File: src/rtl/cache_defs.sv
// cache_defs
//   Shared constants and types for the instruction-cache line responder:
//   default line geometry, derived index/tag widths, the NOP word returned
//   when no fetch is being acknowledged, and the responder FSM state type.
package cache_defs;

  localparam logic [31:0] INSTR_NOP_WORD = 32'h0000_0013;

  localparam int XLEN       = 32;
  localparam int LINE_WORDS = 4;
  localparam int IDX_W      = $clog2(LINE_WORDS);
  localparam int TAG_W      = XLEN - 2 - IDX_W;

  typedef enum logic [1:0] {
    ST_IDLE,
    ST_REFILL,
    ST_RESPOND
  } type_icresp_state_e;

endpackage

File: src/rtl/icache_line_store.sv
// icache_line_store
//   One cache line: LINE_WORDS x XLEN data registers plus a valid bit and tag.
//   Ports:
//     clk, rst_n          clock, asynchronous active-low reset (valid/tag only)
//     wr_en/wr_idx/wr_data  write one refill beat into the word at wr_idx
//     fill_done           last beat of a refill: tag is written, valid <= fill_keep
//     fill_keep           1 = line ends valid after the refill
//     fill_tag            tag belonging to the refilled line
//     flush               invalidate; overrides fill_done in the same edge
//     rd_idx/rd_data      combinational word read
//     valid, tag          current line state
module icache_line_store #(
  parameter int XLEN       = 32,
  parameter int LINE_WORDS = 4,
  parameter int IDX_W      = $clog2(LINE_WORDS),
  parameter int TAG_W      = XLEN - 2 - IDX_W
) (
  input  logic             clk,
  input  logic             rst_n,
  input  logic             wr_en,
  input  logic [IDX_W-1:0] wr_idx,
  input  logic [XLEN-1:0]  wr_data,
  input  logic             fill_done,
  input  logic             fill_keep,
  input  logic [TAG_W-1:0] fill_tag,
  input  logic             flush,
  input  logic [IDX_W-1:0] rd_idx,
  output logic [XLEN-1:0]  rd_data,
  output logic             valid,
  output logic [TAG_W-1:0] tag
);

  logic [XLEN-1:0]  words_reg [LINE_WORDS];
  logic             valid_reg;
  logic [TAG_W-1:0] tag_reg;

  // Data words carry no reset: they are only observed once valid is set,
  // and valid is only set after every word has been rewritten.
  generate
    for (genvar gi = 0; gi < LINE_WORDS; gi++) begin : g_word
      always_ff @(posedge clk) begin
        if (wr_en && (wr_idx == IDX_W'(gi))) begin
          words_reg[gi] <= wr_data;
        end
      end
    end
  endgenerate

  always_ff @(posedge clk or negedge rst_n) begin
    if (!rst_n) begin
      valid_reg <= 1'b0;
      tag_reg   <= '0;
    end else begin
      if (fill_done) begin
        tag_reg <= fill_tag;
      end
      if (flush) begin
        valid_reg <= 1'b0;
      end else if (fill_done) begin
        valid_reg <= fill_keep;
      end
    end
  end

  assign rd_data = words_reg[rd_idx];
  assign valid   = valid_reg;
  assign tag     = tag_reg;

endmodule

File: src/rtl/icache_line_responder.sv
// icache_line_responder
//   Single-line instruction cache answering the prefetch stage's req/addr with
//   a one-cycle ack/r_data pulse. Misses refill the whole line base-first over
//   a word-wide memory bus (mem_req/mem_ack, data valid with mem_ack).
//   Ports:
//     clk, rst_n      clock, asynchronous active-low reset
//     req_i, addr_i   fetch request (level, held until ack_o) and byte address
//     kill_i          pipeline clear, cancels the pending fetch
//     flush_i         invalidate the line
//     ack_o, r_data_o response pulse and fetched word (INSTR_NOP when ack_o=0)
//     mem_req_o, mem_addr_o   refill beat request and word-aligned address
//     mem_ack_i, mem_rdata_i  beat accepted and its data
module icache_line_responder #(
  parameter int              XLEN       = 32,
  parameter int              LINE_WORDS = cache_defs::LINE_WORDS,
  parameter logic [XLEN-1:0] INSTR_NOP  = XLEN'(cache_defs::INSTR_NOP_WORD)
) (
  input  logic            clk,
  input  logic            rst_n,
  input  logic            req_i,
  input  logic [XLEN-1:0] addr_i,
  input  logic            kill_i,
  input  logic            flush_i,
  output logic            ack_o,
  output logic [XLEN-1:0] r_data_o,
  output logic            mem_req_o,
  output logic [XLEN-1:0] mem_addr_o,
  input  logic            mem_ack_i,
  input  logic [XLEN-1:0] mem_rdata_i
);
  import cache_defs::*;

  localparam int LW_IDX_W = $clog2(LINE_WORDS);
  localparam int LW_TAG_W = XLEN - 2 - LW_IDX_W;

  type_icresp_state_e     state_reg;
  logic                   ack_reg;
  logic [XLEN-1:0]        data_reg;
  logic                   mem_req_reg;
  logic [XLEN-1:0]        mem_addr_reg;
  logic [LW_IDX_W-1:0]    idx_reg;
  logic [LW_TAG_W-1:0]    tag_reg;
  logic [LW_IDX_W-1:0]    beat_reg;
  logic                   cancel_reg;
  logic                   inval_reg;

  logic [LW_TAG_W-1:0]    req_tag;
  logic [LW_IDX_W-1:0]    req_idx;
  logic [LW_IDX_W-1:0]    rd_idx;
  logic [XLEN-1:0]        rd_data;
  logic                   line_valid;
  logic [LW_TAG_W-1:0]    line_tag;
  logic                   accept;
  logic                   hit;
  logic                   beat;
  logic                   last_beat;
  logic                   cancel_now;
  logic [XLEN-1:0]        fill_word;
  logic                   unused_addr_lsb;

  assign req_tag         = addr_i[XLEN-1 -: LW_TAG_W];
  assign req_idx         = addr_i[LW_IDX_W+1:2];
  assign unused_addr_lsb = ^addr_i[1:0];

  // A request is only looked at in IDLE outside an ack cycle: while ack is
  // high the level req_i still belongs to the request being acknowledged.
  assign accept    = (state_reg == ST_IDLE) && !ack_reg && req_i && !kill_i;
  // A flush in the same cycle turns the lookup into a miss.
  assign hit       = line_valid && (line_tag == req_tag) && !flush_i;
  assign beat      = (state_reg == ST_REFILL) && mem_ack_i;
  assign last_beat = beat && (beat_reg == LW_IDX_W'(LINE_WORDS - 1));
  assign cancel_now = cancel_reg || kill_i;

  assign rd_idx = (state_reg == ST_IDLE) ? req_idx : idx_reg;

  // The final beat is still being written when the response word is latched,
  // so take it straight from the bus if it is the requested word.
  assign fill_word = (idx_reg == LW_IDX_W'(LINE_WORDS - 1)) ? mem_rdata_i : rd_data;

  icache_line_store #(
    .XLEN       (XLEN),
    .LINE_WORDS (LINE_WORDS),
    .IDX_W      (LW_IDX_W),
    .TAG_W      (LW_TAG_W)
  ) u_store (
    .clk       (clk),
    .rst_n     (rst_n),
    .wr_en     (beat),
    .wr_idx    (beat_reg),
    .wr_data   (mem_rdata_i),
    .fill_done (last_beat),
    .fill_keep (!(inval_reg || flush_i)),
    .fill_tag  (tag_reg),
    .flush     (flush_i),
    .rd_idx    (rd_idx),
    .rd_data   (rd_data),
    .valid     (line_valid),
    .tag       (line_tag)
  );

  always_ff @(posedge clk or negedge rst_n) begin
    if (!rst_n) begin
      state_reg    <= ST_IDLE;
      ack_reg      <= 1'b0;
      data_reg     <= INSTR_NOP;
      mem_req_reg  <= 1'b0;
      mem_addr_reg <= '0;
      idx_reg      <= '0;
      tag_reg      <= '0;
      beat_reg     <= '0;
      cancel_reg   <= 1'b0;
      inval_reg    <= 1'b0;
    end else begin
      ack_reg  <= 1'b0;
      data_reg <= INSTR_NOP;
      case (state_reg)
        ST_IDLE: begin
          if (accept) begin
            if (hit) begin
              ack_reg  <= 1'b1;
              data_reg <= rd_data;
            end else begin
              idx_reg      <= req_idx;
              tag_reg      <= req_tag;
              beat_reg     <= '0;
              cancel_reg   <= 1'b0;
              inval_reg    <= 1'b0;
              mem_req_reg  <= 1'b1;
              mem_addr_reg <= {req_tag, {LW_IDX_W{1'b0}}, 2'b00};
              state_reg    <= ST_REFILL;
            end
          end
        end
        ST_REFILL: begin
          // Neither kill nor flush aborts the bus transfer; they only decide
          // whether the fetch is answered and whether the line stays valid.
          if (kill_i) begin
            cancel_reg <= 1'b1;
          end
          if (flush_i) begin
            inval_reg <= 1'b1;
          end
          if (mem_ack_i) begin
            beat_reg     <= beat_reg + LW_IDX_W'(1);
            mem_addr_reg <= mem_addr_reg + XLEN'(4);
            if (last_beat) begin
              mem_req_reg <= 1'b0;
              ack_reg     <= !cancel_now;
              data_reg    <= cancel_now ? INSTR_NOP : fill_word;
              state_reg   <= ST_RESPOND;
            end
          end
        end
        ST_RESPOND: begin
          // Ack cycle of a refill; req_i is still the acknowledged request.
          state_reg <= ST_IDLE;
        end
        default: begin
          state_reg <= ST_IDLE;
        end
      endcase
    end
  end

  // A kill landing on an ack cycle suppresses the response.
  assign ack_o      = ack_reg && !kill_i;
  assign r_data_o   = ack_o ? data_reg : INSTR_NOP;
  assign mem_req_o  = mem_req_reg;
  assign mem_addr_o = mem_addr_reg;

endmodule

File: config.mk
export PLATFORM = sky130hd
export DESIGN_NAME = icache_line_responder
export DESIGN_NICKNAME = d
export VERILOG_FILES = /design/src/rtl/cache_defs.sv /design/src/rtl/icache_line_store.sv /design/src/rtl/icache_line_responder.sv
export SDC_FILE = /design/constraint.sdc
export NUM_CORES = 1
export LEC_CHECK = 0
export BUFFER_PORTS_ARGS = -buffer_cell sky130_fd_sc_hd__clkbuf_2
export CAP_MARGIN = 30
export CORE_MARGIN = 2
export CORE_UTILIZATION = 58
export DETAILED_ROUTE_END_ITERATION = 8
export GPL_TIMING_DRIVEN = 0
export PLACE_DENSITY = 0.8
export SLEW_MARGIN = 20
export SYNTH_ARGS = -nofsm -noshare
export SYNTH_HDL_FRONTEND = slang
export SYNTH_HIERARCHICAL = 1
export SYNTH_SLANG_ARGS = --single-unit
File: constraint.sdc
create_clock -name clk -period 4.9 [get_ports clk]
set_input_delay 0.49 -clock clk [delete_from_list [all_inputs] [get_ports clk]]
set_output_delay 0.49 -clock clk [all_outputs]
set_load 0.02 [all_outputs]
# Word-level counts from Yosys, hierarchy flattened
# Memory sizes are Yosys's and may differ from the RTL's.
# Cells that the tools add are included.
# totals
word_cells,116
inputBits,70
regBits,131
mem_count,1
mem_bits_rw,128
output_inout_bits,66
# memory_table
memory,depth,word_bits,read_ports,rd_clocked_by_memory_dff,write_ports,line_no,source
u_store.words_reg,4,32,1,0,1,icache_line_store.sv:33,logic [XLEN-1:0] words_reg [LINE_WORDS];
# classes
n_addsub,2
n_eq_ne,12
bitwise,1
mux,57
reduce_logical,31
# op_table
operator,n
$mux W32,13
$pmux W32 S2,2
$reduce_or A32 Y1,3
$add A32 B3 Y32 const B,1
$eq A28 B28 Y1,1
$mux W1,25
$mux W2,11
$reduce_and A4 Y1,4
$ne A2 B2 Y1 const B,6
$logic_and A1 B1 Y1,11
$pmux W1 S2,4
$pmux W2 S2,2
$eq A2 B2 Y1 const B,3
$logic_not A1 Y1,5
$reduce_and A5 Y1,1
$eq A2 B1 Y1 const B,2
$logic_not A2 Y1,2
$reduce_bool A2 Y1,2
$reduce_and A3 Y1,1
$add A2 B1 Y2 const B,1
$logic_or A1 B1 Y1,2
$not A1 Y1,1

# Longest topological paths before layout
# Gate-level depths: netlist of run 1.
# depth
word_depth,9
ltp_mapped,10

# Modules after synthesis
# The synthesis of run 1 kept the hierarchy.
# modules_own_cells
module,area_per_inst_um2,cells_per_inst,seq_area_each_um2,instances
icache_line_store,5760.5,234,4569.4,1
icache_line_responder,5355.1,507,2506.2,1

# Worst setup path after synthesis of run 1
# Ideal clock, no wire load.
# synth_timing
path_type,reg2reg
start,register state_reg[1]
end,"memory u_store.words_reg[0][0], enable pin"
setup_ns,0.468
arrival_ns,3.548
period_less_slack_ns,4.015
n_path_buf,2
stages_incl_launch_ff,7
required_ns,4.432
path_slack_ns,0.885
cell_sequence,dfrtp_1 > nor2b_1 > buf_4 > nand2_4 > inv_4 > clkbuf_1 > nor3b_1
# synth_via
elab_chain_cells,9
# synth_rtl
element,line_no,source
from (decl),icache_line_responder.sv:36,type_icresp_state_e state_reg;
from (signal assigned),icache_line_responder.sv:103,state_reg <= ST_IDLE;
from (signal assigned),icache_line_responder.sv:130,state_reg <= ST_REFILL;
from (signal assigned),icache_line_responder.sv:150,state_reg <= ST_RESPOND;
$eq A2 B1 Y1 *,icache_line_responder.sv:70,assign beat = (state_reg == ST_REFILL) && mem_ack_i;
$logic_and A1 B1 Y1 *,icache_line_responder.sv:70,
net beat,icache_line_responder.sv:55,logic beat;
$logic_and A1 B1 Y1,icache_line_store.sv:42,if (wr_en && (wr_idx == IDX_W'(gi))) begin
$mux W1,icache_line_store.sv:42,
$mux W1 (not written as such),icache_line_store.sv:43,words_reg[gi] <= wr_data;
$reduce_or A32 Y1 (no line),-,
$mux W2 (no line) / $mux W1 (equally long branches) (3 in a row),-,
to (decl),icache_line_store.sv:33,
# The timed path passes the listed nets; every way through them passes the cells marked *.

# Worst setup path in the final report of run 1
# layout_timing
start,register state_reg[0]
end,"memory u_store.words_reg[0][23], enable pin"
# The elaborated chain is that of the path after synthesis.

==> results_dict.tcl, run 1 <==
set metrics [dict create \
    clockBufferDepth 3 \
    holdBufCountCts 1 \
    die_h_um 142 \
    fin_nets 982 \
    synthAdderAreaFrac 0.00225 \
    ys_async_sr_fraction 0.502 \
    min_period_ns 3.03 \
    rsz0062_at_grt "false" \
    dieArea_um2 20300 \
    vias_per_cell 6.36 \
    powerDensity_nw_per_um2 591 \
    yosys.area_share.simple 0.0887 \
    cts_resized 0 \
    hold_class "in2reg" \
    slew_headroom 0.448 \
    yosysTopAreaCellShare 0.346 \
    finalWorstSetupSlack_ns 1.87 \
    cts_buffers 26 \
    die_x_um 142 \
    antenna_left 0 \
    gr-total-overflow 0 \
    final-setup-viol-count 0 \
    synthMuxAreaShare 0.122 \
    hold_viol_final 0 \
    crit_fanout 13 \
    rows 50 \
    clkSlewWorstSetupHoldPaths_ns 0.06 \
    finalPower_mw 7.79 \
    antenna_cells 0 \
    tritoncts "built" \
    post-place-ws_ns 1.90 \
    synth-edff-count 128 \
    endpoint_kind "flop" \
    critPathMaxStageDelay_ns 0.68 \
    cts.sinks 257 \
    synth_top_family_by_area "multiplexers" \
    cp_num_buf_inv 5 \
    cp_num_cells 8 \
    critical-path-top-delay-family "buffers and inverters" \
    path_common_cell "buf_4" \
    grt_pass1_vias 7405 \
    antenna_found_initial 0 \
    clockRootBuffer "clkbuf_16" \
    drtPass1Iterations 5 \
    grt_pass1_wl_um 41800 \
    synth_area_um2 11100 \
    hpwl_um 18200 \
    synth_area_leader_cell "edfxtp_1" \
    synth_ff_type "edfxtp_1" \
    worst-r2r-cell-count 8 \
    worstSetupPathType "reg2reg" \
    synth-xor-area-share 0.0221 \
    postSynthCellCount 741 \
    clock.fmax_mhz 330 \
    ctsHtreeMaxLevel 1 \
    clock_skew_ns 0.0164 \
    critPathSlowestCell "nor3b_2" \
    fin_cells 1163 \
    whs_path_depth 2 \
    dpl_cell_area_um2 12200 \
    max-vdd-ir-drop_mv 0.382 \
    cap_violations 0 \
    synth_compound_area_frac 0.0939 \
    grt_usage 0.271 \
    drtIter0Drc 709 \
    io_pins 136 \
    drive_above_1_share 0.358 \
    core_area_um2 18800 \
    io_buffer_count 131 \
    start_util 0.592 \
    worstPathCellList "nor2b_1 -> buf_4 -> nand2_4 -> inv_4 -> clkbuf_1 -> nor3b_2 -> buf_4 -> buf_4" \
    largest_register_ffs 128 \
    synthTopCellsByArea "edfxtp_1 35%, dfrtp_1 28%, mux4_2 6.1%" \
    drcViolationCount 0 \
    outcome "finished clean" \
    ys.warnings.count 6 \
    syn_area_per_cell_um2 15.0 \
    wl_per_cell_um 23.3 \
    wl_um 27100 \
    worstMarginPinSlew_ns 0.820 \
    crit_required_ns 5.13 \
    clkLatencyLatePin_ns 0.52 \
    area_growth_pct 18.5 \
    cp.arrival_ns 3.26 \
    vias 7391 \
    final_cell_area_um2 13200 \
    grt_start_max_net_pins 68 \
    drv_slew 0 \
    finalCritPeriodShare 0.618 \
    p_leak_nw 5.35 \
    place.detailed.instances 1115 \
    ys_seq_area_frac 0.637 \
    postCtsSetupRepairBufs 0 \
    startpoint_type "flop" \
    routabilityCongestion 0.923 \
    yosys_register_bits 257 \
    yosys.cell_types.count 70 \
]
routing by layer:
layer | GRT usage | part of all wire | routed length, um
met1 | 0.392 | 0.42 | 11400
met2 | 0.423 | 0.46 | 12600
met3 | 0.0612 | 0.089 | 2400
met4 | 0.0740 | 0.028 | 753
met5 | 0 | 0 | 0
where the power goes:
part	internal, mW	leakage, nW	switching (mW)
combinational	1.14	2.12	1.33
sequential	2.81	2.78	0.388
clock	1.31	0.456	0.806
total	5.26	5.35	2.53
per-stage QoR:
stage / setup TNS, ns / hold slack, ns / util
2_1_floorplan: 0 / 0.194 / -
4_1_cts: 0 / 0.177 / 0.702
6_report: 0 / 0.205 / 0.702
3_3_place_gp: -41.09 / 0.461 / 0.643
3_5_place_dp: 0 / 0.484 / 0.652
5_1_grt: 0 / 0.191 / 0.702
cell families (layout without fill, tap and decap cells):
kind of cell | count (synthesis) | after routing
DFF | 257 | 257
and+or+nand+nor | 182 | 182
AOI/OAI and AO/OA | 132 | 132
muxes | 88 | 88
buffers and inverters | 51 | 238
xor gates and xnor gates | 28 | 28
adders and majority gates | 2 | 2
other | 1 | 2
cell usage after synthesis (4+ instances only):
library cell	number
mux2_2	53
xnor2_1	19
a221oi_2	8
nor4_1	4
xor2_1	9
nand3_1	18
and2_1	29
nor2_1	37
a22o_1	33
o221ai_1	11
buf_4	8
edfxtp_1	128
nand2_1	39
dfrtp_1	126
a21oi_1	16
inv_1	7
mux4_2	30
buf_2	10
o21ai_0	26
a311oi_1	5
clkbuf_1	9
and3_1	6
a22oi_1	5
buf_6	8
nor3_1	9
nand4_1	11
and4_1	4
cells in the final DEF, fill, tap and decap left out, types with 11 or more instances in the layout:
cell | synthesis | layout
a21oi_1 | 16 | 16
o221ai_1 | 11 | 11
a22o_1 | 33 | 33
nand2_1 | 39 | 39
nand3_1 | 18 | 18
o21ai_0 | 26 | 26
clkbuf_2 | 1 | 131
nor2_1 | 37 | 36
clkbuf_16 | 0 | 28
buf_4 | 8 | 11
and2_1 | 29 | 29
dfrtp_1 | 126 | 126
nand4_1 | 11 | 11
xnor2_1 | 19 | 19
edfxtp_1 | 128 | 128
mux2_2 | 53 | 53
clkbuf_1 | 9 | 13
mux4_2 | 30 | 30
worst paths after layout:
kind                                           from                            endpoint  slack, ns
setup reg to reg           state_reg[0]$_DFFE_PN0P_  u_store/words_reg[0][23]$_DFFE_PP_       1.87
hold reg to reg               mem_req_o$_DFFE_PN0P_               mem_req_o$_DFFE_PN0P_       0.50
min in group asynchronous                     rst_n          u_store/tag[6]$_DFFE_PN0P_       0.51
hold / removal                              flush_i           u_store/valid$_DFFE_PN0P_       0.21
max in group asynchronous                     rst_n          u_store/tag[3]$_DFFE_PN0P_       3.63
setup / recovery           state_reg[0]$_DFFE_PN0P_  u_store/words_reg[0][23]$_DFFE_PP_       1.87
area by class of cell:
cell class	count	area (um^2)
clock inverter	11	156
multi-input combinational	434	3680
fill	1231	5600
tap	234	293
buffer	43	349
timing repair buffer	140	818
inverter	8	32.5
sequential	257	7080
clock buffer	36	771
worst reg2reg max path, delay by kind of cell, from the launching register on:
kind / cells / cell delay, ns
buffers and inverters: 5 / 1.45
DFF: 1 / 0.36
and+or+nand+nor: 3 / 0.93
Note: power is estimated with default switching activity, not from simulation.
==> inputs of run 2 (changes only) <==
- CORE_UTILIZATION: 58 -> 52
- PLACE_DENSITY: 0.8 -> 0.75
- clock period: 4.9 -> 2.77 ns (I/O delays scaled with it)
==> run 2 against run 1 <==
Against the previous run: combinational power is 78% higher; fmax increased by 18%; via count about the same; first-iteration DRC count grew 16%; sequential share of layout area fell by 1.2 points; non-clock buffer count up 30; final area up 2.3%; highest routed layer unchanged.
==> results_dict.tcl, run 2 (synthesized netlist as in run 1, its figures left out) <==
set metrics [dict create \
    antenna_left 0 \
    routabilityCongestion 0.957 \
    holdPathEnd "u_store/words_reg[3][0]$_DFFE_PP_" \
    worstMarginPinSlew_ns 0.906 \
    worst-r2r-cell-count 6 \
    final_common_cell "clkbuf_2" \
    p_leak_nw 5.44 \
    clkLatencyLatePin_ns 0.54 \
    antenna_found_initial 0 \
    wl_um 27600 \
    fillCellCount 1526 \
    drcViolationCount 0 \
    outcome "finished clean" \
    grt_start_max_net_pins 71 \
    drive_above_1_share 0.345 \
    area_growth_pct 21.2 \
    grt_pass1_vias 7392 \
    layout_common_cells "131 x clkbuf_2, 128 x edfxtp_1, 126 x dfrtp_1, 53 x mux2_2, 39 x nand2_1" \
    worstSetupPathType "reg2reg" \
    clkSlewWorstSetupHoldPaths_ns 0.06 \
    critPathSlowestCell "nor3_1" \
    max-vdd-ir-drop_mv 0.553 \
    ctsHtreeMaxLevel 1 \
    startpoint_type "flop" \
    place.detailed.instances 1155 \
    postCtsSetupRepairBufs 0 \
    crit_required_ns 3.21 \
    rows 53 \
    die_h_um 150 \
    drtIter0Drc 822 \
    rsz0062_at_grt "false" \
    cp.arrival_ns 3.00 \
    grt_usage 0.248 \
    clockRootBuffer "clkbuf_16" \
    critPathMaxStageDelay_ns 0.79 \
    clock_skew_ns 0.0180 \
    hpwl_um 18500 \
    start_util 0.529 \
    worstPathCellList "nand4_1 -> nor3_1 -> nand2_1 -> nor4_1 -> a21oi_1 -> o221ai_1" \
    drtPass1Iterations 5 \
    vias_per_cell 5.96 \
    endpoint_kind "flop" \
    powerDensity_nw_per_um2 1010 \
    drv_slew 0 \
    grt_pass1_wl_um 42400 \
    finalPower_mw 13.6 \
    final-setup-viol-count 0 \
    largest_register_ffs 128 \
    min_period_ns 2.57 \
    core_area_um2 21000 \
    r2r_slack_ns 0.20 \
    dieArea_um2 22600 \
    hold_class "in2reg" \
    gr-total-overflow 0 \
    tritoncts "built" \
    r2r-end "mem_addr_o[29]$_DFFE_PN0P_" \
    min_from "mem_rdata_i[0]" \
    die_x_um 150 \
    cap_violations 0 \
    io_pins 136 \
    slew_headroom 0.391 \
    crit_fanout 8 \
    fin_cells 1238 \
    reg2reg_from "mem_addr_o[5]$_DFFE_PN0P_" \
    vias 7384 \
    cts_buffers 27 \
    finalCritPeriodShare 0.927 \
    fin_nets 1013 \
    clock.fmax_mhz 390 \
    clockBufferDepth 3 \
    cts.sinks 257 \
    io_buffer_count 131 \
    hold_viol_final 0 \
    final_cell_area_um2 13500 \
    dpl_cell_area_um2 12300 \
    tns_ns 0 \
    whs_path_depth 1 \
    wl_per_cell_um 22.3 \
]
## run 2: report_power, final
part | internal (mW) | switching (mW)
clock network | 2.06 | 1.46
logic | 2.05 | 2.37
registers | 4.97 | 0.675
total | 9.08 | 4.50
## run 2: worst max-delay path by stage
stage / startpoint / end / slack (ns) / depth (start not counted)
3_5_place_dp: state_reg[1]$_DFFE_PN0P_ / u_store/words_reg[0][28]$_DFFE_PP_ / -0.22 / 9
4_1_cts: u_store/tag[21]$_DFFE_PN0P_ / tag_reg[4]$_DFFE_PN0P_ / 0.18 / 6
3_3_place_gp: state_reg[1]$_DFFE_PN0P_ / u_store/words_reg[1][23]$_DFFE_PP_ / -0.79 / 7
2_1_floorplan: state_reg[1]$_DFFE_PN0P_ / u_store/words_reg[0][0]$_DFFE_PP_ / 0.30 / 6
6_report: mem_addr_o[5]$_DFFE_PN0P_ / mem_addr_o[29]$_DFFE_PN0P_ / 0.20 / 6
5_1_grt: ack_reg$_DFF_PN0_ / r_data_o[2] / 0.08 / 4
## run 2: worst max-delay path, delay by kind of cell, from the launching register on
kind               cells  cell delay, ns
AOI/OAI and AO/OA      2            0.27
DFF                    1            0.47
and+or+nand+nor        4            1.74
## run 2: repair_timing
item,CTS,global route
pin swaps,0,0
endpoints found under the hold margin,188,0
endpoints found under the setup margin,18,20
resized for setup,0,1
hold buffers,33,0
## run 2: metal layers
| layer | track usage | vias to the layer above | wire length [um] | part of all wire |
|---|---|---|---|---|
| met5 | 0 | - | 0 | 0 |
| met4 | 0.0717 | 0 | 761 | 0.028 |
| met3 | 0.0527 | 55 | 2500 | 0.090 |
| met2 | 0.388 | 377 | 13000 | 0.47 |
| met1 | 0.356 | 3690 | 11300 | 0.41 |
| li1 | - | 3262 | - | - |
## run 2: layout make-up
cell class                      instances  area, um^2  share of cell area
Multi-Input combinational cell        434        3690               0.274
Clock inverter                         13         123             0.00910
Timing Repair Buffer                  171        1120              0.0831
Inverter                                8        32.5             0.00241
Buffer                                 42         345              0.0256
Clock buffer                           37         743              0.0552
Tap cell                              275         344              0.0255
Antenna cell                            1        2.50            0.000186
Sequential cell                       257        7080               0.525
## run 2: stage by stage
step | util | hold slack (ns) | worst slack (ns)
6_report | 0.641 | 0.00833 | 0.203
5_1_grt | 0.641 | 0.00131 | 0.0839
4_1_cts | 0.641 | 0.000718 | 0.184
3_5_place_dp | 0.584 | 0.330 | -0.223
3_3_place_gp | 0.577 | 0.465 | -0.788
2_1_floorplan | - | -0.0186 | 0.300
==> inputs of run 3 (changes only) <==
- CELL_PAD_IN_SITES_DETAIL_PLACEMENT: not set -> 0
- CELL_PAD_IN_SITES_GLOBAL_PLACEMENT: not set -> 1
- CORE_UTILIZATION: 52 -> 44
- PLACE_DENSITY: 0.75 -> not set
- PLACE_DENSITY_LB_ADDON: not set -> 0.1
==> run 3 against run 2 <==
Against the previous run: utilization down 9.6 points; sequential power about the same; power up 1.1%; first-iteration DRC count down 29%; critical path depth unchanged; critical path type unchanged; clock-buffer cell count down 1; register-to-register slack worse by 0.07 ns; clock skew down 0.0038 ns; worst setup slack worse by 0.069 ns; die area up 18%.
==> results_dict.tcl, run 3 (synthesized netlist as in run 1, its figures left out) <==
set metrics [dict create \
    start_util 0.445 \
    reg2reg_from "u_store/tag[26]$_DFFE_PN0P_" \
    clock.fmax_mhz 379 \
    routabilityCongestion 0.868 \
    drcViolationCount 0 \
    drive_above_1_share 0.345 \
    io_pins 136 \
    drtPass1Iterations 6 \
    worstSetupPathType "reg2reg" \
    crit_fanout 10 \
    r2r-end "tag_reg[18]$_DFFE_PN0P_" \
    grt_start_max_net_pins 83 \
    max-vdd-ir-drop_mv 0.622 \
    antenna_found_initial 0 \
    holdWs_ns 0.0173 \
    final_common_cell "clkbuf_2" \
    startpoint_type "flop" \
    outcome "finished clean" \
    die_x_um 163 \
    worstMarginPinSlew_ns 0.762 \
    hpwl_um 19800 \
    gr-total-overflow 0 \
    io_buffer_count 131 \
    finalCritPeriodShare 0.951 \
    largest_register_ffs 128 \
    finalWorstSetupSlack_ns 0.135 \
    clock_skew_ns 0.0142 \
    crit_end "tag_reg[18]$_DFFE_PN0P_" \
    min_period_ns 2.64 \
    antenna_cells 0 \
    postCtsSetupRepairBufs 0 \
    fin_nets 1015 \
    cp.arrival_ns 3.05 \
    worst-r2r-cell-count 6 \
    antenna_left 0 \
    fillCellCount 2101 \
    core_area_um2 25000 \
    powerDensity_nw_per_um2 1010 \
    clkSlewWorstSetupHoldPaths_ns 0.06 \
    p_leak_nw 5.47 \
    clockRootBuffer "clkbuf_16" \
    finalPower_mw 13.7 \
    critPathLaunch "u_store/tag[26]$_DFFE_PN0P_" \
    final-setup-viol-count 0 \
    dieArea_um2 26500 \
    die_h_um 163 \
    grt_usage 0.222 \
    dpl_cell_area_um2 12400 \
    wl_um 28700 \
    hold_viol_final 0 \
    ctsHtreeMaxLevel 1 \
    grt_pass1_vias 7562 \
    drtIter0Drc 582 \
    cap_violations 0 \
    rsz0062_at_grt "false" \
    cts.sinks 257 \
    slew_headroom 0.491 \
    vias 7256 \
    vias_per_cell 5.61 \
    grt_pass1_wl_um 44700 \
    drv_slew 0 \
    area_growth_pct 22.5 \
    clkLatencyLatePin_ns 0.54 \
    rows 58 \
    hold_class "in2reg" \
    layout_common_cells "131 x clkbuf_2, 128 x edfxtp_1, 126 x dfrtp_1, 53 x mux2_2, 39 x nand2_1" \
    endpoint_kind "flop" \
    tritoncts "built" \
    crit_required_ns 3.18 \
    cts_buffers 28 \
    r2r_slack_ns 0.13 \
    post-place-ws_ns -0.235 \
    final_cell_area_um2 13600 \
    clockBufferDepth 3 \
    wl_per_cell_um 22.2 \
    tns_ns 0 \
]
-- run 3: metrics by stage --
| step | instances | util |
|---|---|---|
| after detailed placement | 1210 | 0.496 |
| after global placement | 1203 | 0.489 |
| after CTS | 1294 | 0.545 |
| after floorplan | 742 | - |
| after global routing | 1294 | 0.545 |
| final | 1294 | 0.545 |
-- run 3: timing repair --
action | 4_1_cts | 5_1_grt
endpoints found under the setup margin | 38 | 1
endpoints found under the hold margin | 212 | 0
resized for setup | 0 | 1
hold buffers | 34 | 0
-- run 3: worst max-delay path, cell delays in order (launching register included) --
cell and delay (ns):
dfrtp_1 0.40, xor2_1 0.19, nor4_1 0.65, nand4_2 0.42, nand2_2 0.30, buf_6 0.21, mux2_2 0.35
-- run 3: layer usage --
layer	share of wire	track usage
met3	0.055	0.0303
met5	0	0
met2	0.51	0.389
met4	0.020	0.0599
met1	0.41	0.293
-- run 3: cell type report --
| cell class | count | area (um^2) | area share |
|---|---|---|---|
| tap | 330 | 413 | 0.0303 |
| clock inverter | 15 | 128 | 0.00937 |
| buffer | 42 | 345 | 0.0254 |
| clock buffer | 36 | 772 | 0.0567 |
| multi-input combinational | 434 | 3690 | 0.271 |
| inverter | 8 | 32.5 | 0.00239 |
| timing repair buffer | 172 | 1160 | 0.0852 |
| sequential | 257 | 7080 | 0.520 |
-- run 3: worst min-delay path by stage --
stage,from,to,slack [ns],depth (start not counted)
after floorplan,rst_n,ack_reg$_DFF_PN0_,-0.02,0
after global placement,tag_reg[21]$_DFFE_PN0P_,u_store/tag[21]$_DFFE_PN0P_,0.48,1
after detailed placement,rst_n,u_store/tag[8]$_DFFE_PN0P_,0.37,1
after CTS,addr_i[2],idx_reg[0]$_DFFE_PN0P_,0.009,2
after global routing,addr_i[3],idx_reg[1]$_DFFE_PN0P_,0.01,2
final,addr_i[2],idx_reg[0]$_DFFE_PN0P_,0.02,2
-- run 3: power by group --
group	internal (mW)	switching (mW)	leakage, nW	total [mW]
Sequential	4.97	0.666	2.78	5.64
Combinational	2.06	2.40	2.25	4.47
Clock	2.14	1.49	0.436	3.63
Total	9.18	4.56	5.47	13.7
